==> src/rtl/multicycle_controller.sv <==
// multicycle_controller
// Multi-cycle sequencer for the 16-bit CPU datapath. Each instruction is stepped through
// FETCH / DECODE / EXEC / MEM / WB, and both memories may stall the sequence.
//
// Parameters:
//   MEM_TIMEOUT  max cycles spent waiting on a memory ready before entering FAULT (1..255)
//   CNT_WIDTH    width of the performance counters (only used with CTRL_PERF_CNT_EN)
//
// Ports:
//   Clock, Reset_n       rising-edge clock, asynchronous active-low reset
//   opcode               IR[15:13] from the datapath
//   Zero                 ALU zero flag (BEQ decision)
//   imem_ready           instruction word valid this cycle
//   dmem_ready           data read/write completes this cycle
//   resume               leave HALT (ignored in every other state)
//   imem_req             instruction fetch request
//   IRWrite, PCWrite     instruction register / PC write strobes
//   RegDst .. ALUSrc     datapath controls; Branch also selects the branch target as PC source
//   ALUOp                00 add, 01 sub, 10 funct-decoded
//   halted, fault        controller is in HALT / FAULT
//
// Optional feature, enabled by defining CTRL_PERF_CNT_EN:
//   cycle_cnt            cycles spent outside IDLE/HALT/FAULT, wraps
//   instr_cnt            retired instructions (exit to FETCH from EXEC, MEM or WB), wraps
//
// Outputs are decoded combinationally from the registered state plus opcode, Zero and the
// memory readies, so every control is stable for the whole state and drops to 0 as soon as
// Reset_n is asserted.

module multicycle_controller #(
    parameter int unsigned MEM_TIMEOUT = 15,
    parameter int unsigned CNT_WIDTH   = 16
) (
    input  logic       Clock,
    input  logic       Reset_n,
    input  logic [2:0] opcode,
    input  logic       Zero,
    input  logic       imem_ready,
    input  logic       dmem_ready,
    input  logic       resume,
    output logic       imem_req,
    output logic       IRWrite,
    output logic       PCWrite,
    output logic       RegDst,
    output logic       Branch,
    output logic       MemRead,
    output logic       MemWrite,
    output logic       RegWrite,
    output logic       MemToReg,
    output logic       ALUSrc,
    output logic [1:0] ALUOp,
    output logic       halted,
    output logic       fault
`ifdef CTRL_PERF_CNT_EN
    ,
    output logic [CNT_WIDTH-1:0] cycle_cnt,
    output logic [CNT_WIDTH-1:0] instr_cnt
`endif
);

    // Reject out-of-range configurations at elaboration.
    if (MEM_TIMEOUT < 1 || MEM_TIMEOUT > 255 || CNT_WIDTH < 1) begin : g_bad_param
        $error("multicycle_controller: MEM_TIMEOUT must be 1..255 and CNT_WIDTH >= 1");
    end

    localparam logic [2:0] OpRtype = 3'b000;
    localparam logic [2:0] OpAddi  = 3'b001;
    localparam logic [2:0] OpLw    = 3'b010;
    localparam logic [2:0] OpSw    = 3'b011;
    localparam logic [2:0] OpBeq   = 3'b100;
    localparam logic [2:0] OpAndi  = 3'b101;
    localparam logic [2:0] OpOri   = 3'b110;
    localparam logic [2:0] OpHalt  = 3'b111;

    localparam logic [1:0] AluAdd   = 2'b00;
    localparam logic [1:0] AluSub   = 2'b01;
    localparam logic [1:0] AluFunct = 2'b10;

    localparam logic [7:0] WaitLast = 8'(MEM_TIMEOUT - 1);

    typedef enum logic [2:0] {
        StIdle,
        StFetch,
        StDecode,
        StExec,
        StMem,
        StWb,
        StHalt,
        StFault
    } state_t;

    state_t     state_q;
    logic [7:0] wait_q;
    logic       timeout;

    // Ready arriving in the last allowed cycle still wins over the timeout.
    assign timeout = (wait_q == WaitLast);

`ifdef CTRL_PERF_CNT_EN
    logic retire;
    logic active;

    assign active = (state_q != StIdle) && (state_q != StHalt) && (state_q != StFault);
    assign retire = ((state_q == StExec) && ((opcode == OpBeq) || (opcode == OpHalt))) ||
                    ((state_q == StMem) && dmem_ready && (opcode != OpLw)) ||
                    (state_q == StWb);
`endif

    always_ff @(posedge Clock or negedge Reset_n) begin
        if (!Reset_n) begin
            state_q <= StIdle;
            wait_q  <= '0;
`ifdef CTRL_PERF_CNT_EN
            cycle_cnt <= '0;
            instr_cnt <= '0;
`endif
        end else begin
            // The wait counter only survives a cycle in which a memory stall keeps the state.
            wait_q <= '0;
            unique case (state_q)
                StIdle: state_q <= StFetch;
                StFetch: begin
                    if (imem_ready) begin
                        state_q <= StDecode;
                    end else if (timeout) begin
                        state_q <= StFault;
                    end else begin
                        wait_q <= wait_q + 8'd1;
                    end
                end
                StDecode: state_q <= (opcode == OpHalt) ? StHalt : StExec;
                StExec: begin
                    unique case (opcode)
                        OpLw, OpSw:     state_q <= StMem;
                        OpBeq, OpHalt:  state_q <= StFetch;
                        default:        state_q <= StWb;
                    endcase
                end
                StMem: begin
                    if (dmem_ready) begin
                        state_q <= (opcode == OpLw) ? StWb : StFetch;
                    end else if (timeout) begin
                        state_q <= StFault;
                    end else begin
                        wait_q <= wait_q + 8'd1;
                    end
                end
                StWb:    state_q <= StFetch;
                StHalt:  if (resume) state_q <= StFetch;
                StFault: state_q <= StFault;
                default: state_q <= StFault;
            endcase
`ifdef CTRL_PERF_CNT_EN
            if (active) cycle_cnt <= cycle_cnt + 1'b1;
            if (retire) instr_cnt <= instr_cnt + 1'b1;
`endif
        end
    end

    always_comb begin
        imem_req = 1'b0;
        IRWrite  = 1'b0;
        PCWrite  = 1'b0;
        RegDst   = 1'b0;
        Branch   = 1'b0;
        MemRead  = 1'b0;
        MemWrite = 1'b0;
        RegWrite = 1'b0;
        MemToReg = 1'b0;
        ALUSrc   = 1'b0;
        ALUOp    = AluAdd;
        halted   = 1'b0;
        fault    = 1'b0;
        unique case (state_q)
            StFetch: begin
                imem_req = 1'b1;
                IRWrite  = imem_ready;
                PCWrite  = imem_ready;
            end
            StExec: begin
                unique case (opcode)
                    OpRtype: begin
                        ALUOp  = AluFunct;
                        RegDst = 1'b1;
                    end
                    OpAddi, OpLw, OpSw: begin
                        ALUSrc = 1'b1;
                        ALUOp  = AluAdd;
                    end
                    OpAndi, OpOri: begin
                        ALUSrc = 1'b1;
                        ALUOp  = AluFunct;
                    end
                    OpBeq: begin
                        ALUOp   = AluSub;
                        Branch  = 1'b1;
                        PCWrite = Zero;
                    end
                    default: ;
                endcase
            end
            StMem: begin
                // Only one of the two can decode, so they are never both high.
                MemRead  = (opcode == OpLw);
                MemWrite = (opcode == OpSw);
            end
            StWb: begin
                RegWrite = 1'b1;
                MemToReg = (opcode == OpLw);
                RegDst   = (opcode == OpRtype);
            end
            StHalt:  halted = 1'b1;
            StFault: fault  = 1'b1;
            default: ;
        endcase
    end

endmodule

==> config.mk <==
export PLATFORM = sky130hd
export DESIGN_NAME = multicycle_controller
export DESIGN_NICKNAME = d
export VERILOG_FILES = /design/src/rtl/multicycle_controller.sv
export SDC_FILE = /design/constraint.sdc
export NUM_CORES = 1
export LEC_CHECK = 0
export BUFFER_PORTS_ARGS = -buffer_cell sky130_fd_sc_hd__buf_2
export CORE_AREA = 3 3 57 48
export DETAILED_ROUTE_END_ITERATION = 8
export DIE_AREA = 0 0 60 51
export MAX_ROUTING_LAYER = met4
export PLACE_DENSITY = 0.66
export SYNTH_ARGS = -nofsm -noshare
export SYNTH_HDL_FRONTEND = slang
export SYNTH_SLANG_ARGS = --single-unit
==> constraint.sdc <==
create_clock -name Clock -period 1.6 [get_ports Clock]
set_input_delay 0.08 -clock Clock [delete_from_list [all_inputs] [get_ports Clock]]
set_output_delay 0.08 -clock Clock [all_outputs]
set_load 0.01 [all_outputs]
Word-level counts from Yosys, hierarchy flattened --
Index checks and enable logic that the tools add are counted. W data, S select, Z words.
Storage, ports and cells: register bits after elaboration 11, bits of input ports 9, output and inout bits 14, logic and storage cells 56
Cells by class: $add $sub $neg 1, equality and inequality tests 16, mux-type cells 30, reduce and logical (&&, ||, !) cells 7
Operators by type and width (count):
- $eq A3 B3 Y1 const B | 8
- $mux W8 | 3
- $pmux W3 S7 | 1
- $mux W3 | 6
- $pmux W8 S2 | 1
- $mux W1 | 14
- $eq A3 B2 Y1 const B | 4
- $add A8 B1 Y8 const B | 1
- $eq A8 B4 Y1 const B | 1
- $eq A3 B1 Y1 const B | 2
- $logic_not A3 Y1 | 2
- $pmux W3 S2 | 1
- $reduce_or A2 Y1 | 3
- $reduce_or A5 Y1 | 1
- $pmux W1 S2 | 2
- $pmux W2 S2 | 1
- $reduce_or A3 Y1 | 1
- $mux W2 | 1
- $ne A2 B2 Y1 const B | 1

Depth between registers and ports, before layout --
word-level depth 4, gate-level depth with buffers 5

Worst setup path after synthesis --
No wires, ideal clock.
path kind register -> register, from register wait_q[0], to register state_q[2], library setup time 71 ps, arrival 1227 ps, setup slack 303 ps, cell stages (with the launch flop) 6, period minus slack after synthesis 1297 ps, cell sequence dfrtp_1 -> inv_1 -> ha_1 -> nand4b_1 -> or4_1 -> nand4_1
Between the ends: longest elaborated chain between the ends 4
RTL lines:
- from (decl) | line 93 | logic [7:0] wait_q;
- from (signal assigned) | line 128 | wait_q <= wait_q + 8'd1;
- from (signal assigned) | line 145 | wait_q <= wait_q + 8'd1;
- $eq A8 B4 Y1 * | line 97 | assign timeout = (wait_q == WaitLast);
- $mux W3 *
- $mux W3 (on tied branches)
- $pmux W3 S7 *
- to (signal assigned) | line 111 | state_q <= StIdle;
- to (signal assigned) | line 121 | StIdle: state_q <= StFetch;
- to (signal assigned) | line 124 | state_q <= StDecode;
- to (decl) | line 92 | state_t state_q;
Every way passes the cells marked *; elsewhere a longest branch is shown, timed or not. A chain may end at the register's enable or synchronous reset.

Worst setup path in the final report --
from register state_q[1], to output PCWrite
Between the ends: longest elaborated chain between the ends 2
RTL lines:
- $eq A3 B2 Y1 or $eq A3 B1 Y1 (tied branches) | line 174 | unique case (state_q)
- $pmux W1 S2 * | line 174
- to (decl) | line 43 | output logic PCWrite,
Marked as above.

==> metrics.cfg <==
[outcome]
status = finished clean

[cells_and_area]
multi_input_comb_area_um2 = 490.5
nFillCells = 225
nNetsFinal = 134
regArea_um2 = 279.0
antenna_cells = 0
final_util = 0.4506
drive_gt1_frac = 0.2951
area.growth.synth_to_final_pct = 21.74

[routing]
avgViaCountPerCell = 5.361
dr.pass1.iters = 4
drt_wl_total_mm = 1.831
ant_nets = 0
drt-wirelength-per-cell_um = 12.46
vias = 788
drcViolationCount = 0
drtIter0Drc = 20

[sta]
min_period_ns = 1.535
fmax_mhz = 651.4
fin_skew_ns = 0.0002735
worst_slew_pin_slew_ns = 0.3210
hold-worst-slack_ns = 0.1397
setup_violations = 0
maxSlewHeadroom = 0.7853
setup_ws_ns = 0.06478
hold_viol_final = 0
rsz0062_at_grt = true
slew_violations = 0
min_period_over_period = 0.9595

[pwr]
power_leakage_nw = 0.4756
p_per_area_mw_per_mm2 = 1231
seqPwrFrac = 0.365
p_int_mw = 0.6802
clkPwrFrac = 0.156
power_mw = 1.208
swShare = 0.4368
peakVddDrop_uv = 565.7
switching_power_mw = 0.5276
comb_power_share = 0.479

[synth]
yosys_warnings = 0
synthCells = 99
ys_seq_area_frac = 0.3416
ys.flop_type = dfrtp_1
yosys.area.top_type = dfrtp_1
synth_edf_count = 0
syn-cell-area_um2 = 805.8
synthTopCellsByArea = dfrtp_1 (34%), nor2_1 (6.5%), xor2_1 (6.5%), nand2b_1 (3.9%), nor4_1 (3.9%)
synth_common_cells = nor2_1 (14), dfrtp_1 (11), nand2_1 (6), xor2_1 (6)
synth.distinct_cells = 34
synth-seq-cells = 11
avgSynthCellArea_um2 = 8.139
syn_nets = 110
async_flop_share = 1.000
yosysTopAreaCellShare = 0.3416
yosysMostFrequentCell = nor2_1

[floorplanning]
ioPinCount = 23
core_area_mm2 = 0.002177
start_util = 0.3701
num_rows = 15
die_y_um = 51
die_area_mm2 = 0.003060
die_w_um = 60

[cts]
clk_latency_ns = 0.27
cts_tree = done
cts.sinks = 11
clk_pin_slew_worst_paths_ns = 0.06
max-clock-path-buffers = 2
cts.htree.levels = 1
cts-root-buf = clkbuf_4
numCtsBuffers = 3

[critical_path]
cp.arrival_ns = 1.46
required_ns = 1.52
critPathKind = reg -> out
cp-start-kind = flop
cp_max_fo = 8
critPathCaptureType = primary output

[place]
io_buffer_count = 22
place_ws_ns = 0.1128
dp_hpwl_mm = 1.422
place_congestion = 0.8393

[job]
max_cap_violations = 0

[global_routing]
grt_pass1_vias = 724
grt_first_pass_wirelength_mm = 3.284
antenna_found_initial = 0
grt_overflow = 0
grt_max_degree = 15
track_usage = 0.1439

[worst_hold_path]
hold_path_class = in -> reg

==> flip-flops by register name, summed over array words and instances (netlist names) <==
| name | flops |
|---|---|
| state_q | 3 |
| wait_q | 8 |
==> cells in the final DEF (no fill, tap or decap), types with 2 or more instances in the layout <==
| master | n |
|---|---|
| nand3b_1 | 2 |
| and3_1 | 4 |
| nand2_1 | 6 |
| nand2b_1 | 5 |
| buf_4 | 2 |
| ha_1 | 2 |
| o21ai_0 | 3 |
| xor2_1 | 6 |
| a21oi_1 | 3 |
| nand3_1 | 2 |
| nor4_1 | 5 |
| o31ai_1 | 3 |
| dfrtp_2 | 3 |
| nand4_1 | 4 |
| clkbuf_4 | 3 |
| xnor2_1 | 2 |
| buf_2 | 22 |
| nor2_2 | 2 |
| dfrtp_1 | 8 |
| nor2_1 | 12 |
| inv_1 | 5 |
==> final timing paths <==
path	depth (start not counted)	startpoint	to	slack (ns)
min reg2reg	2	wait_q[3]$_DFF_PN0_	wait_q[3]$_DFF_PN0_	0.54
min	3	dmem_ready	state_q[1]$_DFFE_PN0P_	0.14
min in group asynchronous	2	Reset_n	wait_q[1]$_DFF_PN0_	0.21
max	5	state_q[1]$_DFFE_PN0P_	PCWrite	0.06
max in group asynchronous	2	Reset_n	state_q[1]$_DFFE_PN0P_	1.18
max reg2reg	5	wait_q[0]$_DFF_PN0_	state_q[2]$_DFFE_PN0P_	0.13
==> per-stage QoR <==
stage               area, um^2  std cells  setup TNS (ns)
floorplan                805.8         99               0
global placement         918.4        140               0
detailed placement       918.4        140               0
CTS                      973.4        147               0
global route             980.9        147        -0.05540
finish                   980.9        147               0
==> area by class of cell <==
class	instances	share of cell area
Multi-Input combinational cell	77	0.5000
Sequential cell	11	0.2844
Timing Repair Buffer	25	0.1378
Tap cell	25	0.03189
Clock buffer	4	0.02679
Inverter	5	0.01913
==> power groups by stage <==
stage	logic (mW)	registers (mW)	clock network, mW
2_1_floorplan	0.414	0.378	0
3_3_place_gp	0.498	0.440	0
3_5_place_dp	0.518	0.447	0
4_1_cts	0.573	0.431	0.198
5_1_grt	0.648	0.453	0.214
6_report	0.579	0.441	0.188
==> worst max-delay path: stages, from the launching register on <==
cell and delay (ns):
dfrtp_2 0.46, nand2_1 0.19, nor2_2 0.05, and3_1 0.18, a21o_1 0.17, buf_2 0.13
==> metal layers <==
| layer | wire length (um) | track usage | part of all wire |
|---|---|---|---|
| met1 | 789 | 0.1920 | 0.43 |
| met2 | 868 | 0.2086 | 0.47 |
| met3 | 156 | 0.03788 | 0.085 |
| met4 | 16 | 0.05166 | 0.0087 |
| met5 | 0 | - | 0 |
==> cell families after synthesis <==
logic type,count (synthesis),synth area share
AOI/OAI and AO/OA,16,0.1304
adders and majority gates,2,0.03105
and+or+nand+nor,51,0.3509
buffers and inverters,11,0.05901
xor gates and xnor gates,8,0.08696
DFF,11,0.3416
==> repair_timing <==
action / in CTS / in global routing
hold endpoints to repair: 11 / 0
setup endpoints to repair: 5 / 7
hold buffers: 1 / 0
cloned: 0 / 0
resized for setup: 2 / 4
setup buffers: 2 / 0
Power figures use the tool's default switching activity.
